<file path="src/rtl/peak_meter_pkg.sv">
// Shared types and constants for the peak-hold meter.
package peak_meter_pkg;

  typedef enum logic [1:0] {
    ST_IDLE  = 2'd0,
    ST_HOLD  = 2'd1,
    ST_DECAY = 2'd2
  } state_t;

  localparam int BAR_LEDS = 8;

  // Thermometer code: bit i is lit when level exceeds i.
  function automatic logic [BAR_LEDS-1:0] thermo(input logic [3:0] level);
    logic [BAR_LEDS-1:0] t;
    t = '0;
    for (int i = 0; i < BAR_LEDS; i++) begin
      t[i] = (level > 4'(i));
    end
    return t;
  endfunction

endpackage

</file>
<file path="src/rtl/peak_meter_abs_mag.sv">
// Signed-to-magnitude conversion; the most-negative code maps to 2^(WIDTH-1)
// without overflow because the result is read as unsigned.
module abs_mag #(
  parameter int WIDTH = 16
) (
  input  logic [WIDTH-1:0] smpl,
  output logic [WIDTH-1:0] mag
);

  always_comb begin
    mag = smpl;
    if (smpl[WIDTH-1]) begin
      mag = ~smpl + WIDTH'(1);
    end
  end

endmodule

</file>
<file path="src/rtl/peak_meter.sv">
// Peak-hold meter: tracks |smpl|, holds for HOLD valid samples, then decays.
// Optional sticky full-scale flag enabled by defining CLIP_DETECT_EN.
//
// state    | meaning
// ST_IDLE  | peak is zero, waiting for a nonzero sample
// ST_HOLD  | peak held, hold_cnt counts valid samples below peak
// ST_DECAY | peak reduced by DECAY_STEP every DECAY_PER valid samples
module peak_meter
  import peak_meter_pkg::*;
#(
  parameter int              WIDTH      = 16,
  parameter int              HOLD       = 1024,
  parameter int              DECAY_PER  = 64,
  parameter logic [WIDTH-1:0] DECAY_STEP = WIDTH'('h0100)
) (
  input  logic                clk,
  input  logic                rst_n,
  input  logic [WIDTH-1:0]    smpl,
  input  logic                vld,
  input  logic                clr,
  output logic [WIDTH-1:0]    peak,
  output logic [BAR_LEDS-1:0] bar,
  output logic                new_pk,
  output logic                clip
);

  localparam int HW = $clog2(HOLD + 1);
  localparam int DW = $clog2(DECAY_PER + 1);
  localparam logic [HW-1:0] HOLD_TC = HW'(HOLD - 1);
  localparam logic [DW-1:0] DEC_TC  = DW'(DECAY_PER - 1);

  state_t           state;
  logic [HW-1:0]    hold_cnt;
  logic [DW-1:0]    dec_cnt;
  logic [WIDTH-1:0] mag;
  logic [WIDTH-1:0] decayed;
  logic             take_new;

  abs_mag #(.WIDTH(WIDTH)) u_abs_mag (
    .smpl (smpl),
    .mag  (mag)
  );

  // Saturating subtract: the peak never wraps below zero.
  always_comb begin
    decayed = '0;
    if (peak > DECAY_STEP) begin
      decayed = peak - DECAY_STEP;
    end
  end

  always_comb begin
    take_new = (mag >= peak) && (mag != '0);
  end

  always_ff @(posedge clk or negedge rst_n) begin
    if (!rst_n) begin
      state    <= ST_IDLE;
      peak     <= '0;
      hold_cnt <= '0;
      dec_cnt  <= '0;
      new_pk   <= 1'b0;
    end else begin
      new_pk <= 1'b0;
      if (clr) begin
        state    <= ST_IDLE;
        peak     <= '0;
        hold_cnt <= '0;
        dec_cnt  <= '0;
      end else if (vld) begin
        if (take_new) begin
          peak     <= mag;
          hold_cnt <= '0;
          dec_cnt  <= '0;
          state    <= ST_HOLD;
          new_pk   <= (mag > peak);
        end else if (mag < peak) begin
          case (state)
            ST_HOLD: begin
              if (hold_cnt == HOLD_TC) begin
                state    <= ST_DECAY;
                hold_cnt <= '0;
                dec_cnt  <= '0;
              end else begin
                hold_cnt <= hold_cnt + 1'b1;
              end
            end
            ST_DECAY: begin
              if (dec_cnt == DEC_TC) begin
                peak    <= decayed;
                dec_cnt <= '0;
                if (decayed == '0) begin
                  state <= ST_IDLE;
                end
              end else begin
                dec_cnt <= dec_cnt + 1'b1;
              end
            end
            default: begin
            end
          endcase
        end
      end
    end
  end

  always_comb begin
    bar = thermo(peak[WIDTH-1:WIDTH-4]);
  end

`ifdef CLIP_DETECT_EN
  localparam logic [WIDTH-1:0] FS_POS = {1'b0, {(WIDTH-1){1'b1}}};
  localparam logic [WIDTH-1:0] FS_NEG = {1'b1, {(WIDTH-1){1'b0}}};

  logic clip_q;

  always_ff @(posedge clk or negedge rst_n) begin
    if (!rst_n) begin
      clip_q <= 1'b0;
    end else if (clr) begin
      clip_q <= 1'b0;
    end else if (vld && ((smpl == FS_POS) || (smpl == FS_NEG))) begin
      clip_q <= 1'b1;
    end
  end

  assign clip = clip_q;
`else
  assign clip = 1'b0;
`endif

endmodule

</file>
<file path="config.mk">
export PLATFORM = sky130hd
export DESIGN_NAME = peak_meter
export DESIGN_NICKNAME = d
export VERILOG_FILES = /design/src/rtl/peak_meter_pkg.sv /design/src/rtl/peak_meter_abs_mag.sv /design/src/rtl/peak_meter.sv
export SDC_FILE = /design/constraint.sdc
export NUM_CORES = 1
export LEC_CHECK = 0
export ABC_CLOCK_PERIOD_IN_PS = 3600
export BUFFER_PORTS_ARGS = -buffer_cell sky130_fd_sc_hd__buf_4
export CAP_MARGIN = 30
export CORE_MARGIN = 1
export CORE_UTILIZATION = 23
export DETAILED_ROUTE_END_ITERATION = 12
export GPL_ROUTABILITY_DRIVEN = 0
export PLACE_DENSITY = 0.42
export SYNTH_ARGS = -nofsm -noshare
export SYNTH_HDL_FRONTEND = slang
export SYNTH_SLANG_ARGS = --single-unit
</file>
<file path="constraint.sdc">
create_clock -name clk -period 3.6 [get_ports clk]
set_input_delay 0.72 -clock clk [delete_from_list [all_inputs] [get_ports clk]]
set_output_delay 0.72 -clock clk [all_outputs]
set_load 0.05 [all_outputs]
</file>
After elaboration in Yosys (flattened, before gate mapping)
Cells that the tools add are included.
{"block": "totals", "output_inout_bits": 26, "wordCells": 74, "reg_bits": 37, "mem_count": 0, "mem_bits_rw": 0, "latchBits": 0, "romBits": 0}
{"block": "op_classes", "add_sub_neg": 4, "bitwise": 1, "n_lt_le_gt_ge": 12, "mux": 32, "shifts": 0, "multipliers": 0, "div": 0, "n_reduce_logical": 13, "eq_ne": 7}
{"cell": "2-to-1 mux 16 bit", "count": 8}
{"cell": "2-to-1 mux 11 bit", "count": 6}
{"cell": "2-to-1 mux 7 bit", "count": 6}
{"cell": "adder 16 x 1 -> 16 bit, second input constant", "count": 1}
{"cell": ">= comparator 16 bit", "count": 1}
{"cell": "greater-than comparator 16 bit", "count": 1}
{"cell": "greater-than comparator 16 x 9 -> 1 bit, second input constant", "count": 1}
{"cell": "greater-than comparator 4 x 3 -> 1 bit, second input constant", "count": 4}
{"cell": "logical NOT 16 bit", "count": 1}
{"cell": "less-than comparator 16 bit", "count": 1}
{"cell": "inverter 16 bit", "count": 1}
{"cell": "nonzero test 16 bit", "count": 1}
{"cell": "subtractor 16 x 9 -> 16 bit, second input constant", "count": 1}
{"cell": "2-to-1 mux 2 bit", "count": 7}
{"cell": "case mux 7 bit (2 select lines)", "count": 1}
{"cell": "inequality test 4 bit, second input constant", "count": 3}
{"cell": "nonzero test 3 bit", "count": 4}
{"cell": "adder 11 x 1 -> 11 bit, second input constant", "count": 1}
{"cell": "equality test 11 x 10 -> 1 bit, second input constant", "count": 1}
{"cell": "greater-than comparator 4 x 1 -> 1 bit, second input constant", "count": 2}
{"cell": "greater-than comparator 4 x 2 -> 1 bit, second input constant", "count": 2}
{"cell": "AND reduction 4 bit", "count": 2}
{"cell": "adder 7 x 1 -> 7 bit, second input constant", "count": 1}
{"cell": "equality test 7 x 6 -> 1 bit, second input constant", "count": 1}
{"cell": "other kinds (9)", "count": 11}

Logic depth before layout (Yosys ltp)
Gate-level depths: netlist (run 1).
{"block": "depth", "depth_word": 10, "mapped_depth": 18, "mapped_depth_nobuf": 15}

Cells and area by module
From an unflattened synthesis (run 1), not the netlist that was laid out.
{"block": "unflattened", "hier_cells": 370, "hier_area_um2": 3201.8}
{"mod": "peak_meter", "area_per_inst_um2": 2836.5, "instances": 1, "seq_area_each_um2": 925.9, "cells_per_inst": 322}
{"mod": "abs_mag", "area_per_inst_um2": 365.4, "instances": 1, "seq_area_each_um2": 0.0, "cells_per_inst": 48}

Worst setup path before layout (run 1)
No wires, ideal clock.
{"block": "synth_timing", "path_type": "input to register", "start": "input smpl[0]", "end": "register peak[0]", "cell_stages": 17, "t_arrival_ps": 4933, "setup_ps": 67, "n_path_buf": 2, "path_slack_ps": -1400, "path_cell_list": "inv_1 ha_1 or4b_1 buf_2 or2_1 o41ai_2 xor2_1 inv_1 ha_1 nand3_1 or3_1 a211oi_1 or3_1 clkbuf_1 nand2_2 nor3_1 a22o_1"}
{"block": "synth_via", "elab_chain_cells": 8, "elab_cells_between_ends": 14}
{"element": "start: declaration", "line": "peak_meter.sv:18", "rtl": "input logic [WIDTH-1:0] smpl,"}
{"element": "inverter 16 bit", "line": "peak_meter_abs_mag.sv:13", "rtl": "mag = ~smpl + WIDTH'(1);"}
{"element": "adder 16 x 1 -> 16 bit", "line": "peak_meter_abs_mag.sv:13"}
{"element": "2-to-1 mux 16 bit *", "line": "peak_meter_abs_mag.sv:12", "rtl": "if (smpl[WIDTH-1]) begin"}
{"element": ">= comparator 16 bit or nonzero test 16 bit (tied branches)", "line": "peak_meter.sv:53", "rtl": "take_new = (mag >= peak) && (mag != '0);"}
{"element": "logical AND 1 bit", "line": "peak_meter.sv:53"}
{"element": "2-to-1 mux 16 bit", "line": "peak_meter.sv:71", "rtl": "if (take_new) begin"}
{"element": "2-to-1 mux 16 bit", "line": "peak_meter.sv:70", "rtl": "end else if (vld) begin"}
{"element": "2-to-1 mux 16 bit", "line": "peak_meter.sv:65", "rtl": "if (clr) begin"}
{"element": "end signal: assignment", "line": "peak_meter.sv:72", "rtl": "peak <= mag;"}
{"element": "end signal: assignment", "line": "peak_meter.sv:90", "rtl": "peak <= decayed;"}
{"element": "end: declaration", "line": "peak_meter.sv:21", "rtl": "output logic [WIDTH-1:0] peak,"}
Mark *: on every way between the ends. The rest lies on a longest branch, timed or not. The select of a mux whose other input is x is not followed.
A chain may end at the register's enable or synchronous reset.

Worst setup path after layout (run 1)
{"block": "layout_timing", "start": "input smpl[4]", "end": "register hold_cnt[9]"}
{"block": "layout_via", "elab_chain_cells": 8, "elab_cells_between_ends": 13}
{"element": "inverter 16 bit", "line": "peak_meter_abs_mag.sv:13"}
{"element": "adder 16 x 1 -> 16 bit", "line": "peak_meter_abs_mag.sv:13"}
{"element": "2-to-1 mux 16 bit *", "line": "peak_meter_abs_mag.sv:12"}
{"element": ">= comparator 16 bit or nonzero test 16 bit (tied branches)", "line": "peak_meter.sv:53"}
{"element": "logical AND 1 bit", "line": "peak_meter.sv:53"}
{"element": "2-to-1 mux 11 bit", "line": "peak_meter.sv:71"}
{"element": "2-to-1 mux 11 bit", "line": "peak_meter.sv:70"}
{"element": "2-to-1 mux 11 bit", "line": "peak_meter.sv:65"}
{"element": "end signal: assignment", "line": "peak_meter.sv:85", "rtl": "hold_cnt <= hold_cnt + 1'b1;"}
{"element": "end: declaration", "line": "peak_meter.sv:33", "rtl": "logic [HW-1:0] hold_cnt;"}
Marks and branches as above.

==> flow_summary.toml, run 1 <==
[sta]
report.final.slew_viol_count = 0
fin_skew_ps = 7.05
slew_headroom_pct = 54.3
fin_crit_ps = 4020
rsz0062_at_grt = "yes"
worst_slew_pin_slew_ps = 680
fmax_ghz = 0.249
fin_crit_sh_pct = 112
fin_setup_tns_ps = -13750
setup_violations = 37
hold_viol = 0
setup_slack_ps = -421

[finish]
area_growth_syn_to_layout_pct = 50.9
fin_cells = 709
fill_cells = 1424
nets = 571
register_area_sq_um = 926
multi_input_area_sq_mm = 0.00249
antennaDiodeCount = 0
final_util_pct = 36.0
final_cell_mix = "120 x buf_4, 37 x dfrtp_1, 29 x inv_1, 27 x o21ai_0"
layout-drive-gt1-share_pct = 38.6
final_common_cell = "buf_4"

[critical_path]
critPathArrivalTime_ps = 4220
start_kind = "input port"
slowest_delay_ps = 540
crit_buf_inv = 3
path_max_fanout = 6
reg2regPathDepth = 10
worstSetupPathType = "in2reg"
cp_top_family = "simple AND/OR/NAND/NOR gates"
critical_path.startpoint = "smpl[4]"
cp.required_ps = 3800
regToRegEndpoint = "state[1]"
cp-end-kind = "register"
rrSetupSlack_ps = 380
crit_chain = "buf_6 -> or4_4 -> or2_4 -> o31ai_4 -> xnor2_2 -> ha_1 -> a211oi_2 -> o21ai_1 -> a221o_1 -> or3_1 -> buf_6 -> a21oi_4 -> nand2_2 -> buf_4 -> o22ai_1"
path_depth = 15
reg2reg_from = "peak[9]"
worst_path_max_delay_cell = "or4_4"
endpoint = "hold_cnt[9]"
cp_common_cell = "buf_6"

[floorplanning]
die-area_sq_mm = 0.0150
core_area_sq_mm = 0.0140
start_util_pct = 23.8
io_pins = 46
die_w_microns = 123
die_h_microns = 123
rows = 43

[grt]
grt_pass1_vias = 3583
grt_max_degree = 38
grt_pass1_wl_microns = 18300
gr-usage-all-layers_pct = 15.4
antenna_found_initial = 0
globalRouteOverflowTotal = 0

[logic_synthesis]
synth.cell_area_sq_mm = 0.00335
yosys.area.top_type = "dfrtp_1"
synth.yosys.seq_area_share_pct = 27.7
yosys.area.top_type_share_pct = 27.7
synthCells = 405
synthTopCellsByArea = "dfrtp_1 28%, ha_1 8.6%, o21ai_0 4.5%"
synth.ff_latch_count = 37
syn_area_per_cell_sq_um = 8.26
yosys_warnings = 0
synth_ff_type = "dfrtp_1"
synth_edf_count = 0
ys_async_sr_fraction_pct = 100
synth.net_count = 448
ys_types = 68

[route]
met3_length_microns = 360
vias = 3548
wl_met1_microns = 5280
drc_errors = 0
viasPerCell = 5.00
drt_iter0_drc = 237
ant_nets = 0
drt_first_pass_iters = 4
drt_wl_total_microns = 11000
top_layer_used = "met4"
wl_per_cell_microns = 15.6
route.met2.wl_microns = 5230

[power_and_ir_drop]
p_seq_share_pct = 18.7
p_sw_mw = 1.53
p_total_mw = 3.15
switching_share_pct = 48.6
power.clock.fraction_pct = 16.1
power.internal_mw = 1.62
powerDensity_mw_per_mm2 = 624
vdd_drop_max_uv = 313
p_leak_nw = 2.17
combPwrFrac_pct = 65.1

[clock_tree]
cts.sinks = 37
clkSlewWorstSetupHoldPaths_ps = 60
cts_tree = "done"
insertion_delay_ps = 280
root_buffer = "clkbuf_16"
ctsLongestPathBuffers = 2
postCtsHoldBufs = 0
numCtsBuffers = 5
cts_max_level = 2

[placed_design]
detailed_place_hpwl_microns = 8610
portBuffers = 44
post-place-cells = 685

[job]
cap_viol_max_count = 0

[min_path]
hold_class = "in2async"

[run_status]
violations = "setup timing"
outcome = "finished, violations left"
==> worst min path at each step <==
stage | startpoint | endpoint | slack, ps
6_report | rst_n | dec_cnt[5] | 410
5_1_grt | rst_n | peak[8] | 450
4_1_cts | rst_n | dec_cnt[5] | 430
3_5_place_dp | state[0] | state[0] | 500
3_3_place_gp | dec_cnt[4] | dec_cnt[4] | 490
2_1_floorplan | rst_n | dec_cnt[0] | 420
==> registers in the layout, summed over array words and instances (netlist names) <==
register and flops:
new_pk 1, dec_cnt 7, peak 16, hold_cnt 11
state 2
==> cells by family after synthesis <==
logic type / synth area share (%)
other: 0.112
flip-flops: 27.7
multiplexers: 2.13
buffers and inverters: 6.69
AND/OR/NAND/NOR: 24.6
AO/OA/AOI/OAI: 26.3
XOR/XNOR: 3.93
adder cells (fa/ha/maj): 8.60
==> cells in the mapped netlist (7+ instances only) <==
cell type / number
clkbuf_1: 11
or3_1: 10
dfrtp_1: 37
o21ai_0: 30
a21oi_1: 17
nand2b_1: 7
or4_1: 9
or2_2: 7
nand4_1: 11
ha_1: 23
nor2_1: 21
o31ai_1: 7
inv_1: 31
nand3_1: 20
nor4_1: 7
nand2_1: 22
a22o_1: 12
nor3_1: 11
xnor2_1: 11
==> timing repair <==
action                                  in CTS  in global routing
pin swaps                                   25                  3
buffers inserted                             7                  8
endpoints found under the setup margin      37                 37
gates cloned                                 1                  0
resized for setup                           37                 19
==> worst register-to-register path, delay by kind of cell, from the launching register on <==
family                     cells  cell delay (ps)
AOI/OAI and AO/OA              5              900
buffers and inverters          1              170
and+or+nand+nor                3             1300
adders and majority gates      1              290
DFF                            1              430
==> cell type report <==
cell class / instances / share of cell area [%]
Clock buffer: 5 / 2.48
Clock inverter: 3 / 0.917
Inverter: 33 / 2.80
Multi-Input combinational cell: 314 / 49.3
Sequential cell: 37 / 18.3
Tap cell: 180 / 4.46
Timing Repair Buffer: 137 / 21.7
==> power groups by stage <==
stage	registers [mW]	clock network (mW)	logic [mW]
final	0.590	0.508	2.05
after detailed placement	0.593	0	1.87
after global routing	0.608	0.536	2.22
after CTS	0.590	0.517	1.98
after floorplan	0.777	0	1.05
after global placement	0.601	0	1.86
==> through the flow <==
stage | hold slack (ps) | worst slack [ps] | area [sq um]
after floorplan | 424 | -943 | 3510
after global placement | 493 | -959 | 4510
after detailed placement | 500 | -995 | 4510
after CTS | 433 | -417 | 4910
after global routing | 454 | -595 | 5050
final | 408 | -421 | 5050
==> routing by layer <==
layer / global-route usage, % / vias up
li1: - / 1776
met1: 20.8 / 1695
met2: 25.7 / 64
met3: 2.00 / 13
met4: 3.96 / 0
met5: 0 / -
No activity file was read; power rests on OpenSTA's default activity.
==> run 2: changes to the inputs <==
- CORE_ASPECT_RATIO: unset -> 1.4
==> run 2 against run 1 <==
  * The flow still finishes with violations (setup timing)
  * Critical path type unchanged
  * Non-clock buffer count is 5 higher
  * Worst setup slack worse by 120 ps
  * Via count is 2.6% higher
  * Sequential cell count is the same
==> flow_summary.toml, run 2 (same netlist as run 1, synthesis figures left out) <==
[route]
drt_first_pass_iters = 4
viasPerCell = 5.06
drt_iter0_drc = 137
ant_nets = 0
drt_wl_total_microns = 11500
vias = 3640
drc_errors = 0
wl_per_cell_microns = 16.0

[power_and_ir_drop]
powerDensity_mw_per_mm2 = 620
power.clock.fraction_pct = 16.0
p_seq_share_pct = 18.5
p_sw_mw = 1.57
p_leak_nw = 2.21
vdd_drop_max_uv = 309
combPwrFrac_pct = 65.5
switching_share_pct = 48.6
power.internal_mw = 1.67

[clock_tree]
numCtsBuffers = 5
root_buffer = "clkbuf_16"
cts_max_level = 2
cts.sinks = 37
cts_tree = "done"
clkSlewWorstSetupHoldPaths_ps = 60
insertion_delay_ps = 290
ctsLongestPathBuffers = 2
postCtsHoldBufs = 0

[sta]
report.final.slew_viol_count = 0
setup_slack_ps = -538
fmax_ghz = 0.242
fin_crit_sh_pct = 115
fin_setup_tns_ps = -16220
setup_violations = 37
whs_ps = 400
slew_headroom_pct = 52.9
fin_crit_ps = 4140
hold_viol = 0
worst_slew_pin_slew_ps = 700
rsz0062_at_grt = "yes"
fin_skew_ps = 6.51

[finish]
largest_registers = "peak: 16 flops, hold_cnt: 11 flops, dec_cnt: 7 flops"
largest_register_ffs = 16
area_growth_syn_to_layout_pct = 56.1
layout-drive-gt1-share_pct = 39.7
final_cell_mix = "118 x buf_4, 37 x dfrtp_1, 29 x inv_1, 26 x o21ai_0, 22 x nand2_1"
final_common_cell = "buf_4"
nets = 576
antennaDiodeCount = 0
design_area_sq_mm = 0.00522
largest-register = "peak"
final_util_pct = 37.2

[grt]
grt_pass1_wl_microns = 18800
grt_max_degree = 38
antenna_found_initial = 0
globalRouteOverflowTotal = 0
grt_pass1_vias = 3746
gr-usage-all-layers_pct = 15.8

[placed_design]
portBuffers = 44
post-place-ws_ps = -1030
post_dp_cell_area_sq_mm = 0.00454
detailed_place_hpwl_microns = 8890

[run_status]
outcome = "finished, violations left"
violations = "setup timing"

[floorplanning]
io_pins = 46
start_util_pct = 23.8
core_area_sq_mm = 0.0140
die_h_microns = 145
die-area_sq_mm = 0.0150
die_w_microns = 104
rows = 51

[critical_path]
critPathArrivalTime_ps = 4320
cp-end-kind = "register"
start_kind = "input port"
path_max_fanout = 4
reg2regPathDepth = 10
cp.required_ps = 3780
worstSetupPathType = "in2reg"

[min_path]
hold_class = "in2async"

[job]
cap_viol_max_count = 0
## run 2: cell types whose count changed in the layout (fill, tap and decap cells not counted), sizes merged
cell	delta
inv	+1
buf	+5
clkinv	-1
## run 2: metal layers
metal	global-route usage, %	share of wire (%)	vias to the layer above
met5	0	0	-
met4	6.24	2.4	0
met3	1.75	2.7	14
met2	31.4	54	66
met1	17.0	41	1781
li1	-	-	1779
## run 2: layout make-up
class	count	area, sq um
Timing Repair Buffer	142	1200
Clock buffer	5	125
Fill cell	1461	8820
Clock inverter	3	46.3
Sequential cell	37	926
Inverter	33	141
Multi-Input combinational cell	314	2550
Tap cell	185	231
## run 2: repair_timing
| item | 4_1_cts | 5_1_grt |
|---|---|---|
| setup buffers | 15 | 4 |
| gates resized for setup | 49 | 25 |
| endpoints found under the setup margin | 37 | 37 |
| gates cloned | 2 | 0 |
| pin swaps | 32 | 15 |
## run 2: power by group through the flow
stage	sequential [mW]	combinational, mW	clock (mW)
2_1_floorplan	0.777	1.05	0
3_3_place_gp	0.605	1.85	0
3_5_place_dp	0.603	1.86	0
4_1_cts	0.597	2.05	0.535
5_1_grt	0.611	2.27	0.552
6_report	0.597	2.12	0.519
## run 2: worst max-delay path, cell delays in order
cell	delay, ps
buf_12	110
inv_12	40
ha_4	120
or4b_4	460
or2_4	260
o41ai_4	360
xor2_1	200
inv_1	90
ha_4	280
nand3_2	60
or3_4	360
a211oi_4	300
or3_4	210
buf_6	130
nand2_8	60
mux2_4	300
o221a_4	260
## run 2: final timing paths
path | from | slack, ps | end
worst max-delay path | smpl[1] | -540 | peak[13]
worst min-delay path | rst_n | 400 | peak[9]
worst max register to register | peak[9] | 410 | state[1]
worst min register to register | dec_cnt[0] | 500 | dec_cnt[0]
max in group asynchronous | rst_n | 2840 | peak[7]
min in group clk | dec_cnt[0] | 500 | dec_cnt[0]
## run 2: per-stage QoR
step	cells	total power [mW]
global route	719	3.43
floorplan	405	1.83
finish	719	3.24
detailed placement	692	2.46
global placement	692	2.46
CTS	716	3.19
==> run 3: changes to the inputs <==
- RECOVER_POWER: unset -> 25
==> run 3 against run 2 <==
  * The flow finishes with violations (capacitance limit, slew limit, setup timing)
  * Clock-buffer cell count stayed put
  * Die area stayed put
  * Register-to-register slack hardly changed
  * Non-clock buffer count stayed put
  * Wire length hardly changed
  * Core utilization hardly changed
  * First-iteration DRC count stayed put
  * Clock skew stayed put
  * Critical path depth stayed put
  * Maximum frequency stayed put
  * Critical endpoint unchanged
==> flow_summary.toml, run 3 (same netlist as run 1, synthesis figures left out) <==
[critical_path]
path_max_fanout = 4
critical_path.startpoint = "smpl[1]"
reg2regPathDepth = 10
critPathArrivalTime_ps = 4320
cp.required_ps = 3780
reg2reg_from = "peak[9]"
start_kind = "input port"
worstSetupPathType = "in2reg"
cp-end-kind = "register"
regToRegEndpoint = "state[1]"
endpoint = "peak[13]"
rrSetupSlack_ps = 410

[placed_design]
detailed_place_hpwl_microns = 8890
post-place-ws_ps = -1030
portBuffers = 44
post-place-cells = 692

[clock_tree]
numCtsBuffers = 5
clkSlewWorstSetupHoldPaths_ps = 60
cts_max_level = 2
postCtsHoldBufs = 0
insertion_delay_ps = 290
ctsLongestPathBuffers = 2
root_buffer = "clkbuf_16"
cts_tree = "done"
cts.sinks = 37

[grt]
antenna_found_initial = 0
gr-usage-all-layers_pct = 15.8
grt_max_degree = 38
grt_pass1_vias = 3746
grt_pass1_wl_microns = 18800
globalRouteOverflowTotal = 0

[power_and_ir_drop]
p_leak_nw = 2.21
powerDensity_mw_per_mm2 = 620
vdd_drop_max_uv = 309

[finish]
final_common_cell = "buf_4"
area_growth_syn_to_layout_pct = 56.0
layout-drive-gt1-share_pct = 39.5
largest_register_ffs = 16
antennaDiodeCount = 0
largest-register = "peak"
nets = 576
fin_cells = 719
final_cell_mix = "117 x buf_4, 37 x dfrtp_1, 29 x inv_1, 26 x o21ai_0, 22 x nand2_1"
largest_registers = "peak: 16 flops, hold_cnt: 11 flops, dec_cnt: 7 flops"

[sta]
fin_skew_ps = 6.51
setup_slack_ps = -538
fin_crit_ps = 4140
report.final.slew_viol_count = 38
setup_violations = 37
hold_viol = 0
slew_headroom_pct = -43.5
fin_crit_sh_pct = 115
rsz0062_at_grt = "yes"
fmax_ghz = 0.242
worst_slew_pin_slew_ps = 2150

[floorplanning]
die_w_microns = 104
start_util_pct = 23.8
rows = 51
die_h_microns = 145
io_pins = 46
core_area_sq_mm = 0.0140
die-area_sq_mm = 0.0150

[job]
cap_viol_max_count = 1

[route]
viasPerCell = 5.06
vias = 3640
wl_per_cell_microns = 16.0
drt_wl_total_microns = 11500
ant_nets = 0
drc_errors = 0
drt_iter0_drc = 137
drt_first_pass_iters = 4

[min_path]
hold_class = "reg2reg"

[run_status]
violations = "capacitance limit, slew limit, setup timing"
outcome = "finished, violations left"
==> run 3: worst max-delay path, stage by stage <==
cell      delay, ps
buf_12          110
inv_12           40
ha_4            120
or4b_4          460
or2_4           260
o41ai_4         360
xor2_1          200
inv_1            90
ha_4            280
nand3_2          60
or3_4           360
a211oi_4        300
or3_4           210
buf_6           130
nand2_8          60
mux2_4          300
o221a_4         260
==> run 3: cell type report <==
| cell class | count | area [sq um] |
|---|---|---|
| Clock inverter | 3 | 46.3 |
| Inverter | 33 | 141 |
| Timing Repair Buffer | 142 | 1200 |
| Multi-Input combinational cell | 314 | 2550 |
| Tap cell | 185 | 231 |
| Clock buffer | 5 | 125 |
| Sequential cell | 37 | 926 |
| Fill cell | 1463 | 8820 |
==> run 3: worst min-delay path by stage <==
stage                     depth (start not counted)         end       start
after floorplan                                   0  dec_cnt[0]       rst_n
after global placement                            1  dec_cnt[0]  dec_cnt[0]
after detailed placement                          1  dec_cnt[0]  dec_cnt[0]
after CTS                                         1     peak[9]       rst_n
after global routing                              1  dec_cnt[0]  dec_cnt[0]
final                                             1  dec_cnt[0]  dec_cnt[0]
==> run 3: power by group <==
part	internal (mW)	switching, mW
registers	0.488	0.109
logic	0.849	1.27
clock network	0.328	0.191
total	1.66	1.57
==> run 3: stage by stage <==
| stage | util (%) | power [mW] | hold WS (ps) | setup TNS [ps] | cell area (sq um) |
|---|---|---|---|---|---|
| 2_1_floorplan | - | 1.83 | 424 | -30590 | 3510 |
| 3_3_place_gp | 32.4 | 2.46 | 498 | -32950 | 4540 |
| 3_5_place_dp | 32.4 | 2.46 | 494 | -33730 | 4540 |
| 4_1_cts | 36.2 | 3.19 | 431 | -15420 | 5080 |
| 5_1_grt | 37.2 | 3.43 | 509 | -22370 | 5220 |
| 6_report | 37.2 | 3.24 | 504 | -16220 | 5220 |
==> run 3: routing by layer <==
layer	global-route usage, %	wire [microns]	share of wire [%]
met1	17.0	4730	41
met3	1.75	312	2.7
met5	0	0	0
met2	31.4	6180	54
met4	6.24	271	2.4
==> run 3: what timing repair did <==
action / CTS / global route
setup endpoints to repair: 37 / 37
buffers inserted: 15 / 4
gates resized for setup: 49 / 25
cloned: 2 / 0
pin swaps: 32 / 15
